<file path="config.mk">
export PLATFORM = sky130hd
export DESIGN_NAME = spi_mem_responder
export DESIGN_NICKNAME = d
export VERILOG_FILES = /design/src/rtl/spi_mem_pkg.sv /design/src/rtl/spi_sync_edge.sv /design/src/rtl/spi_mem_responder.sv
export SDC_FILE = /design/constraint.sdc
export NUM_CORES = 1
export LEC_CHECK = 0
export CORE_MARGIN = 2
export CORE_UTILIZATION = 30
export CTS_BUF_LIST = sky130_fd_sc_hd__clkbuf_4 sky130_fd_sc_hd__clkbuf_8
export CTS_CLUSTER_DIAMETER = 200
export DETAILED_ROUTE_END_ITERATION = 16
export SLEW_MARGIN = 20
export SYNTH_ARGS = -nofsm -noshare
export SYNTH_HDL_FRONTEND = slang
export SYNTH_SLANG_ARGS = --single-unit
</file>
<file path="constraint.sdc">
create_clock -name CLKA -period 3.6 [get_ports CLKA]
set_clock_uncertainty 0.05 [all_clocks]
set_input_delay 0.54 -clock CLKA [delete_from_list [all_inputs] [get_ports CLKA]]
set_output_delay 0.54 -clock CLKA [all_outputs]
set_load 0.03 [all_outputs]
</file>
<file path="src/rtl/spi_mem_pkg.sv">
// Shared opcodes, status-register layout and FSM states for the SPI memory responder.
package spi_mem_pkg;

  localparam logic [7:0] OP_WRITE = 8'h02;
  localparam logic [7:0] OP_READ  = 8'h03;
  localparam logic [7:0] OP_WRDI  = 8'h04;
  localparam logic [7:0] OP_RDSR  = 8'h05;
  localparam logic [7:0] OP_WREN  = 8'h06;

  localparam int STATUS_WEL_BIT = 1;

  typedef enum logic [2:0] {
    ST_IDLE,
    ST_CMD,
    ST_ADDR,
    ST_RD,
    ST_WR,
    ST_IGNORE
  } state_t;

  function automatic logic [7:0] status_byte(input logic wel);
    logic [7:0] s;
    s = 8'h00;
    s[STATUS_WEL_BIT] = wel;
    return s;
  endfunction

endpackage

</file>
<file path="src/rtl/spi_sync_edge.sv">
// Two-flop synchroniser for one asynchronous input, with single-cycle rise/fall pulses
// derived from the synchronised level.
module spi_sync_edge #(
  parameter logic RST_VAL = 1'b0
) (
  input  logic clk,
  input  logic rst_n,
  input  logic i_async,
  output logic o_sync,
  output logic o_rise,
  output logic o_fall
);

  logic r_meta;
  logic r_sync;
  logic r_prev;

  always_ff @(posedge clk or negedge rst_n) begin
    if (!rst_n) begin
      r_meta <= RST_VAL;
      r_sync <= RST_VAL;
      r_prev <= RST_VAL;
    end else begin
      r_meta <= i_async;
      r_sync <= r_meta;
      r_prev <= r_sync;
    end
  end

  assign o_sync = r_sync;
  assign o_rise = r_sync & ~r_prev;
  assign o_fall = ~r_sync & r_prev;

endmodule

</file>
<file path="src/rtl/spi_mem_responder.sv">
// SPI mode-0 slave exposing a small byte memory with READ/WRITE/WREN/WRDI/RDSR opcodes.
// All SPI inputs are oversampled on CLKA; MISO is launched from CLKA after each SCLK fall.
module spi_mem_responder
  import spi_mem_pkg::*;
#(
  parameter int DEPTH        = 16,
  parameter int ADDR_BYTES   = 1,
  parameter int PATTERN_MODE = 0
) (
  input  logic CLKA,
  input  logic rst_n,
  input  logic SPI_CLK,
  input  logic SPI_CS_n,
  input  logic SPI_MOSI,
  output logic SPI_MISO,
  output logic busy,
  output logic cmd_err
);

  localparam int AW = $clog2(DEPTH);

  logic w_sclk_sync;
  logic w_sclk_rise;
  logic w_sclk_fall;
  logic w_cs_sync;
  logic w_cs_rise;
  logic w_cs_fall;
  logic w_mosi;
  logic w_mosi_rise;
  logic w_mosi_fall;
  logic w_unused_sync;

  spi_sync_edge #(.RST_VAL(1'b0)) u_sync_sclk (
    .clk    (CLKA),
    .rst_n  (rst_n),
    .i_async(SPI_CLK),
    .o_sync (w_sclk_sync),
    .o_rise (w_sclk_rise),
    .o_fall (w_sclk_fall)
  );

  spi_sync_edge #(.RST_VAL(1'b1)) u_sync_cs (
    .clk    (CLKA),
    .rst_n  (rst_n),
    .i_async(SPI_CS_n),
    .o_sync (w_cs_sync),
    .o_rise (w_cs_rise),
    .o_fall (w_cs_fall)
  );

  spi_sync_edge #(.RST_VAL(1'b0)) u_sync_mosi (
    .clk    (CLKA),
    .rst_n  (rst_n),
    .i_async(SPI_MOSI),
    .o_sync (w_mosi),
    .o_rise (w_mosi_rise),
    .o_fall (w_mosi_fall)
  );

  assign w_unused_sync = w_sclk_sync ^ w_mosi_rise ^ w_mosi_fall;

  state_t        r_state;
  logic [2:0]    r_bit_cnt;
  logic [1:0]    r_byte_cnt;
  logic [6:0]    r_shift;
  logic [7:0]    r_tx;
  logic [AW-1:0] r_addr;
  logic          r_wel;
  logic          r_wrote;
  logic          r_is_read;
  logic          r_rdsr;
  logic          r_wr_pend;
  logic [7:0]    r_wr_data;
  logic          r_miso;
  logic          r_cmd_err;
  logic [1:0]    r_settle;
  logic [7:0]    r_mem [DEPTH];

  logic [7:0]    w_rx_byte;
  logic [AW-1:0] w_addr_next;
  logic [AW-1:0] w_addr_inc;

  assign w_rx_byte   = {r_shift, w_mosi};
  assign w_addr_next = AW'({r_addr, w_mosi});
  assign w_addr_inc  = r_addr + AW'(1);

  // A CS_n already low when reset releases must not look like a new transaction,
  // so falls are only accepted once the synchronisers have flushed.
  always_ff @(posedge CLKA or negedge rst_n) begin
    if (!rst_n) begin
      r_state    <= ST_IDLE;
      r_bit_cnt  <= 3'd0;
      r_byte_cnt <= 2'd0;
      r_shift    <= 7'd0;
      r_tx       <= 8'd0;
      r_addr     <= '0;
      r_wel      <= 1'b0;
      r_wrote    <= 1'b0;
      r_is_read  <= 1'b0;
      r_rdsr     <= 1'b0;
      r_wr_pend  <= 1'b0;
      r_wr_data  <= 8'd0;
      r_miso     <= 1'b0;
      r_cmd_err  <= 1'b0;
      r_settle   <= 2'd0;
    end else begin
      r_cmd_err <= 1'b0;
      if (r_settle != 2'd3) r_settle <= r_settle + 2'd1;

      if (r_wr_pend) begin
        r_wr_pend <= 1'b0;
        r_addr    <= w_addr_inc;
        r_wrote   <= 1'b1;
      end

      if (w_cs_rise) begin
        r_state <= ST_IDLE;
        if (PATTERN_MODE == 0) r_miso <= 1'b0;
        if (r_wrote || r_wr_pend) r_wel <= 1'b0;
        r_wrote <= 1'b0;
      end else if (w_cs_fall) begin
        if (r_settle == 2'd3) begin
          r_state    <= ST_CMD;
          r_bit_cnt  <= 3'd0;
          r_byte_cnt <= 2'd0;
          r_wrote    <= 1'b0;
          if (PATTERN_MODE == 0) r_miso <= 1'b0;
        end
      end else begin
        if (PATTERN_MODE != 0 && w_sclk_fall && !w_cs_sync) r_miso <= ~r_miso;

        case (r_state)
          ST_CMD: begin
            if (w_sclk_rise) begin
              r_shift   <= w_rx_byte[6:0];
              r_bit_cnt <= r_bit_cnt + 3'd1;
              if (r_bit_cnt == 3'd7) begin
                r_byte_cnt <= 2'd0;
                case (w_rx_byte)
                  OP_READ: begin
                    r_is_read <= 1'b1;
                    r_rdsr    <= 1'b0;
                    r_state   <= ST_ADDR;
                  end
                  OP_WRITE: begin
                    if (r_wel) begin
                      r_is_read <= 1'b0;
                      r_state   <= ST_ADDR;
                    end else begin
                      r_state   <= ST_IGNORE;
                      r_cmd_err <= 1'b1;
                    end
                  end
                  OP_WREN: begin
                    r_wel   <= 1'b1;
                    r_state <= ST_IGNORE;
                  end
                  OP_WRDI: begin
                    r_wel   <= 1'b0;
                    r_state <= ST_IGNORE;
                  end
                  OP_RDSR: begin
                    r_rdsr  <= 1'b1;
                    r_tx    <= status_byte(r_wel);
                    r_state <= ST_RD;
                  end
                  default: begin
                    r_state   <= ST_IGNORE;
                    r_cmd_err <= 1'b1;
                  end
                endcase
              end
            end
          end

          ST_ADDR: begin
            if (w_sclk_rise) begin
              r_addr    <= w_addr_next;
              r_bit_cnt <= r_bit_cnt + 3'd1;
              if (r_bit_cnt == 3'd7) begin
                r_byte_cnt <= r_byte_cnt + 2'd1;
                if (r_byte_cnt == 2'(ADDR_BYTES - 1)) begin
                  if (r_is_read) begin
                    r_tx    <= r_mem[w_addr_next];
                    r_state <= ST_RD;
                  end else begin
                    r_state <= ST_WR;
                  end
                end
              end
            end
          end

          ST_RD: begin
            if (w_sclk_rise) begin
              r_bit_cnt <= r_bit_cnt + 3'd1;
              if (r_bit_cnt == 3'd7) begin
                if (r_rdsr) begin
                  r_tx <= status_byte(r_wel);
                end else begin
                  r_addr <= w_addr_inc;
                  r_tx   <= r_mem[w_addr_inc];
                end
              end
            end else if (w_sclk_fall && PATTERN_MODE == 0) begin
              r_miso <= r_tx[7];
              r_tx   <= {r_tx[6:0], 1'b0};
            end
          end

          ST_WR: begin
            if (w_sclk_rise) begin
              r_shift   <= w_rx_byte[6:0];
              r_bit_cnt <= r_bit_cnt + 3'd1;
              if (r_bit_cnt == 3'd7) begin
                r_wr_pend <= 1'b1;
                r_wr_data <= w_rx_byte;
              end
            end
          end

          default: begin
          end
        endcase
      end
    end
  end

  // Memory comes out of reset holding its own address in every byte.
  always_ff @(posedge CLKA or negedge rst_n) begin
    if (!rst_n) begin
      for (int i = 0; i < DEPTH; i++) r_mem[i] <= 8'(i);
    end else if (r_wr_pend) begin
      r_mem[r_addr] <= r_wr_data;
    end
  end

  assign SPI_MISO = r_miso;
  assign busy     = ~w_cs_sync;
  assign cmd_err  = r_cmd_err;

endmodule

</file>
After elaboration in Yosys (flattened, before gate mapping)

Index checks and enable logic that the tools add are counted.

Output and inout port bits: 3
Word-level logic and storage cells: 209
Input port bits: 5
Register bits: 180

Bitwise operators: 13
$add $sub $neg: 4
Reductions and logical operators: 29
$lt $le $gt $ge: 4
Muxes and demuxes: 84
Eq/ne operators: 36

Operator list:

| cell                                                | number |
|---|---|
| bitwise mux 128 bit                                 | 1 |
| 2-to-1 mux 8 bit                                    | 16 |
| binary-select mux 8 bit (select 4 bit)              | 2 |
| 2-to-1 mux 3 bit                                    | 14 |
| demux 8 bit (select 4 bit)                          | 1 |
| 2-to-1 mux 1 bit                                    | 28 |
| 2-to-1 mux 4 bit                                    | 7 |
| equality test 8 x 3 -> 1 bit, second input constant | 3 |
| one-hot mux 8 bit (3 select lines)                  | 1 |
| AND reduction 7 bit                                 | 3 |
| equality test 8 x 2 -> 1 bit, second input constant | 2 |
| != test 2 bit, second input constant                | 8 |
| >= comparator 5 bit, second input constant          | 3 |
| inverter 4 -> 5 bit                                 | 3 |
| nonzero test 3 bit                                  | 5 |
| nonzero test 2 bit                                  | 7 |
| 2-to-1 mux 2 bit                                    | 6 |
| != test 3 x 1 -> 1 bit, second input constant       | 4 |
| != test 4 x 2 -> 1 bit, second input constant       | 3 |
| AND reduction 12 bit                                | 1 |
| AND reduction 4 bit                                 | 3 |
| AND reduction 6 bit                                 | 2 |
| != test 3 x 2 -> 1 bit, second input constant       | 3 |
| one-hot mux 3 bit (3 select lines)                  | 1 |
| other kinds (24)                                    | 43 |

Depth between registers and ports, before layout

Depth in word-level cells: 9
Depth in mapped cells: 12
Gate-level depth less buffers: 7

Hierarchy

Synthesis repeated with hierarchy kept, for this count alone.

Cells, all modules: 728
Area, all modules: 9673.0 µm²

Modules (own cells, without submodules):

| module                          | seq. area each (µm²) | cells each | area an instance (µm²) | instances |
|---|---|---|---|---|
| spi_mem_responder               | 4344.2               | 713        | 9399.0                 | 1 |
| spi_sync_edge (u_sync_mosi ...) | 75.1                 | 5          | 90.1                   | 2 |
| spi_sync_edge (u_sync_cs)       | 78.8                 | 5          | 93.8                   | 1 |

Worst setup path before layout

Ideal clock, no wire load.

Path type: register to register
Start point: register r_addr[0]
End point: register r_tx[3]
Buffers on the path: 6
Slack: 629 ps
Setup time: 131 ps
Cell stages (with the launch flop): 13
Data required time: 3419 ps
Arrival time: 2789 ps
Path through: dfrtp_1 buf_2 buf_4 buf_2 inv_1 ha_1 buf_2 buf_2 clkbuf_1 mux4_2 mux2_2 nand2_1 a31oi_1

Cells in the longest elaborated chain, start to end: 9

RTL lines:

| what                                                                                                | RTL line                                           | source |
|---|---|---|
| from (decl)                                                                                         | spi_mem_responder.sv:67                            | `logic [AW-1:0] r_addr;` |
| from (signal assigned)                                                                              | spi_mem_responder.sv:112                           | `r_addr <= w_addr_inc;` |
| from (signal assigned)                                                                              | spi_mem_responder.sv:178                           | `r_addr <= w_addr_next;` |
| from (signal assigned)                                                                              | spi_mem_responder.sv:201                           | `r_addr <= w_addr_inc;` |
| adder 4 x 1 -> 4 bit or inverter 4 -> 5 bit (tied branches)                                         | spi_mem_responder.sv:85, spi_mem_responder.sv:184  |  |
| inverter 4 -> 5 bit (implied by the code) or binary-select mux 8 bit (select 4 bit) (tied branches) | spi_mem_responder.sv:202, spi_mem_responder.sv:184 |  |
| binary-select mux 8 bit (select 4 bit) or 2-to-1 mux 8 bit (tied branches)                          | spi_mem_responder.sv:202, spi_mem_responder.sv:184 |  |
| 2-to-1 mux 8 bit, on equally long branches                                                          | spi_mem_responder.sv:202, spi_mem_responder.sv:184 |  |
| 2-to-1 mux 8 bit, on equally long branches                                                          | spi_mem_responder.sv:202, spi_mem_responder.sv:183 |  |
| 2-to-1 mux 8 bit, on equally long branches                                                          | spi_mem_responder.sv:198, spi_mem_responder.sv:182 |  |
| 2-to-1 mux 8 bit, on equally long branches                                                          | spi_mem_responder.sv:197, spi_mem_responder.sv:180 |  |
| 2-to-1 mux 8 bit, on equally long branches                                                          | spi_mem_responder.sv:195, spi_mem_responder.sv:177 |  |
| one-hot mux 8 bit (3 select lines) *                                                                | spi_mem_responder.sv:132                           | `case (r_state)` |
| to (signal assigned)                                                                                | spi_mem_responder.sv:199                           | `r_tx <= status_byte(r_wel);` |
| to (signal assigned)                                                                                | spi_mem_responder.sv:202                           | `r_tx <= r_mem[w_addr_inc];` |
| to (signal assigned)                                                                                | spi_mem_responder.sv:207                           | `r_tx <= {r_tx[6:0], 1'b0};` |
| to (decl)                                                                                           | spi_mem_responder.sv:66                            | `logic [7:0] r_tx;` |

Every way passes the cells marked *; elsewhere a longest branch is shown, timed or not. The select of a mux whose other input is x is not followed.
A chain may end at the register's enable or synchronous reset.

Worst setup path after layout

Start point: register r_addr[1]
End point: register r_tx[6]

The elaborated chain is that of the path after synthesis.

==> run_results.csv <==
group,metric,value,unit
critical_path,reg2reg_depth,7,
clock_tree,cts_tree,"built",
clock_tree,root_buffer,"clkbuf_8",
global_routing,track_usage,0.1426,
critical_path,path_cells,"inv_2 -> ha_1 -> buf_4 -> mux4_2 -> mux2_2 -> a221oi_1 -> a31oi_1",
clock_tree,cts_buffer_depth,2,
critical_path,crit_path_start_kind,"register",
layout,drive_above_1_share,0.5022,
layout,fin_nets,672,
critical_path,crit_path_end_kind,"register",
power,leakagePower,4.399,nW
clock_tree,cts_resized,0,
drt,wl_per_cell,20.72,um
synthesis,syn_inst,655,
placed_design,place_hpwl,14830,um
drt,ant_nets,0,
timing,worstMarginPinSlew,822.9,ps
clock_tree,htree_num_levels,4,
timing,relSlewSlack,0.4514,
global_routing,grt_pass1_wl,35690,um
synthesis,postSynth.asyncResetShare,1.000,
layout,final-seq-area,4553,um^2
layout,antenna_cells,0,
floorplan,num_rows,65,
floorplan,initial_core_util,0.3025,
timing,drv_slew,0,
synthesis,synthFlopType,"dfrtp_1",
critical_path,max_stage_delay,750,ps
layout,final_cell_mix,"mux2_2 (157), dfrtp_1 (143), mux4_2 (74), dfstp_2 (35)",
synthesis,synth_cell_type_count,55,
timing,fin_crit_sh,0.8041,
clock_tree,postCtsHoldBufs,0,
clock_tree,numCtsBuffers,17,
drt,firstDrtPassIters,6,
critical_path,r2r_end,"r_tx[6]",
synthesis,synth_area_per_cell,14.46,um^2
layout,final_common_cell,"mux2_2",
synthesis,ys_seq_area_frac,0.4801,
drt,drt_iter0_drc,521,
power,irDropWorstVdd,0.0002312,V
critical_path,worstSetupPathType,"register to register",
clock_tree,post_cts_buffers,0,
global_routing,grt_antenna_before_repair,0,
worst_hold_path,worstHoldPathType,"input port to asynchronous set/reset pin",
floorplan,pin_count,8,
layout,finalInstanceArea,10410,um^2
critical_path,rr_startpoint,"r_addr[1]",
timing,max_freq,0.3455,GHz
layout,multi_input_area,4679,um^2
floorplan,die_x,181.7,um
drt,num_vias,5778,
layout,area_delta_synth_final,9.932,%
critical_path,crit_required,3910,ps
run,maxCapViolCount,0,
timing,final.setup.tns,0,ps
clock_tree,clk_pin_slew_worst_paths,100,ps
floorplan,fp.dieH,181.7,um
synthesis,synthesis.area,9473,um^2
drt,drc_errors,0,
drt,totalWireLength,22190,um
synthesis,syn_nets,671,
power,power_density,408.2,nW/um^2
synthesis,yosysWarnings,0,
clock_tree,clock-sinks,180,
placed_design,io_buffers,7,
timing,finalHoldViolations,0,
outcome,status,"finished clean",
placed_design,post_dp_cell_area,10050,um^2
synthesis,synth-seq-cells,180,
timing,fin_ws,705.4,ps
synthesis,synth_area_leaders,"dfrtp_1 (38%), mux2_2 (19%), mux4_2 (18%)",
floorplan,core_area,31310,um^2
placed_design,dp_slack,668.6,ps
global_routing,grt_start_max_net_pins,93,
floorplan,fp.dieArea,33010,um^2
placed_design,finalWeightedCongestion,0.7890,
timing,setup_viol,0,
drt,vias_per_cell,5.395,
synthesis,synth_top_area_share,0.3830,
layout,fillerInstances,3012,
critical_path,slowest_stage,"ha_1",
timing,fin_crit,2895,ps
synthesis,yosysTopAreaCell,"dfrtp_1",
global_routing,grt_pass1_vias,5838,
critical_path,cp_max_fo,12,
power,total_power,4.251,mW
clock_tree,insertion_delay,470,ps
critical_path,r2r_setup_slack,710,ps
synthesis,synth_edf_count,0,
timing,hold-worst-slack,78.28,ps
critical_path,arrival,3200,ps
global_routing,grt-ovfl-total,0,
timing,grt_setup_unrepaired,"no",
-- worst max path at each step --
stage / start / to / slack (ps) / cells after the start
3_5_place_dp: r_addr[1] / r_tx[6] / 670 / 7
5_1_grt: r_addr[1] / r_tx[6] / 460 / 7
2_1_floorplan: r_addr[0] / r_tx[3] / 630 / 12
6_report: r_addr[1] / r_tx[6] / 710 / 7
4_1_cts: r_addr[1] / r_tx[6] / 660 / 7
3_3_place_gp: r_addr[1] / r_tx[6] / 730 / 7
-- synthesized netlist by cell type (3+ instances only) --
cell	number
a21oi_1	9
a32oi_1	3
inv_1	12
nand3b_1	3
nor3_2	4
nand2b_1	6
xor2_1	5
nor3_1	6
clkbuf_1	27
nand2_1	21
mux2_2	157
mux2i_1	4
o21ai_0	9
nor3b_1	4
buf_1	4
a221oi_1	7
buf_2	10
dfstp_2	35
nor2_1	21
o22ai_1	8
dfrtp_1	145
nand4_1	6
a31oi_1	8
ha_1	11
nor2b_1	7
mux4_2	74
nand3_1	13
a22oi_1	3
-- cell families (layout without fill, tap and decap cells) --
family | after synthesis | count (layout) | synth area share
fa+ha+maj | 11 | 11 | 0.01453
simple gates | 103 | 103 | 0.05957
mux | 235 | 235 | 0.3668
buf+inv | 58 | 72 | 0.02668
compound gates | 61 | 61 | 0.04583
xor+xnor | 7 | 7 | 0.006472
flops | 180 | 180 | 0.4801
-- power breakdown --
part	leakage (nW)	switching, mW	internal, mW
Clock	0.174	0.792	0.515
Sequential	2.34	0.148	2.13
Combinational	1.88	0.354	0.309
Total	4.40	1.29	2.96
-- state kept, by name, summed over array words and instances (netlist names), 2 cells and up --
signal,cells
r_addr,4
r_byte_cnt,2
r_settle,2
r_bit_cnt,3
r_wr_data,8
r_shift,7
r_mem,128
r_state,3
r_tx,8
-- stage by stage --
step | util | instances
after floorplan | - | 655
after global placement | 0.3208 | 1039
after detailed placement | 0.3208 | 1039
after CTS | 0.3326 | 1071
after global routing | 0.3326 | 1071
final | 0.3326 | 1071
-- cell type report --
class	count	share of cell area
timing repair buffer	27	0.02511
clock buffer	18	0.02379
clock inverter	14	0.01153
multi-input combinational	417	0.4494
tap	402	0.04830
inverter	13	0.004686
sequential	180	0.4372
-- metal layers --
layer	GRT usage	vias up	wire length [um]
li1	-	2526	-
met1	0.2024	3078	10410
met2	0.2181	147	10300
met3	0.03349	27	1125
met4	0.04098	0	355
met5	0	-	0
-- critical path, delay by kind of cell, from the launching register on --
| family | cells | cell delay, ps |
|---|---|---|
| compound gates | 2 | 410 |
| buf+inv | 2 | 510 |
| mux | 2 | 580 |
| fa+ha+maj | 1 | 750 |
| flops | 1 | 470 |
Note: power is estimated with default switching activity, not from simulation.
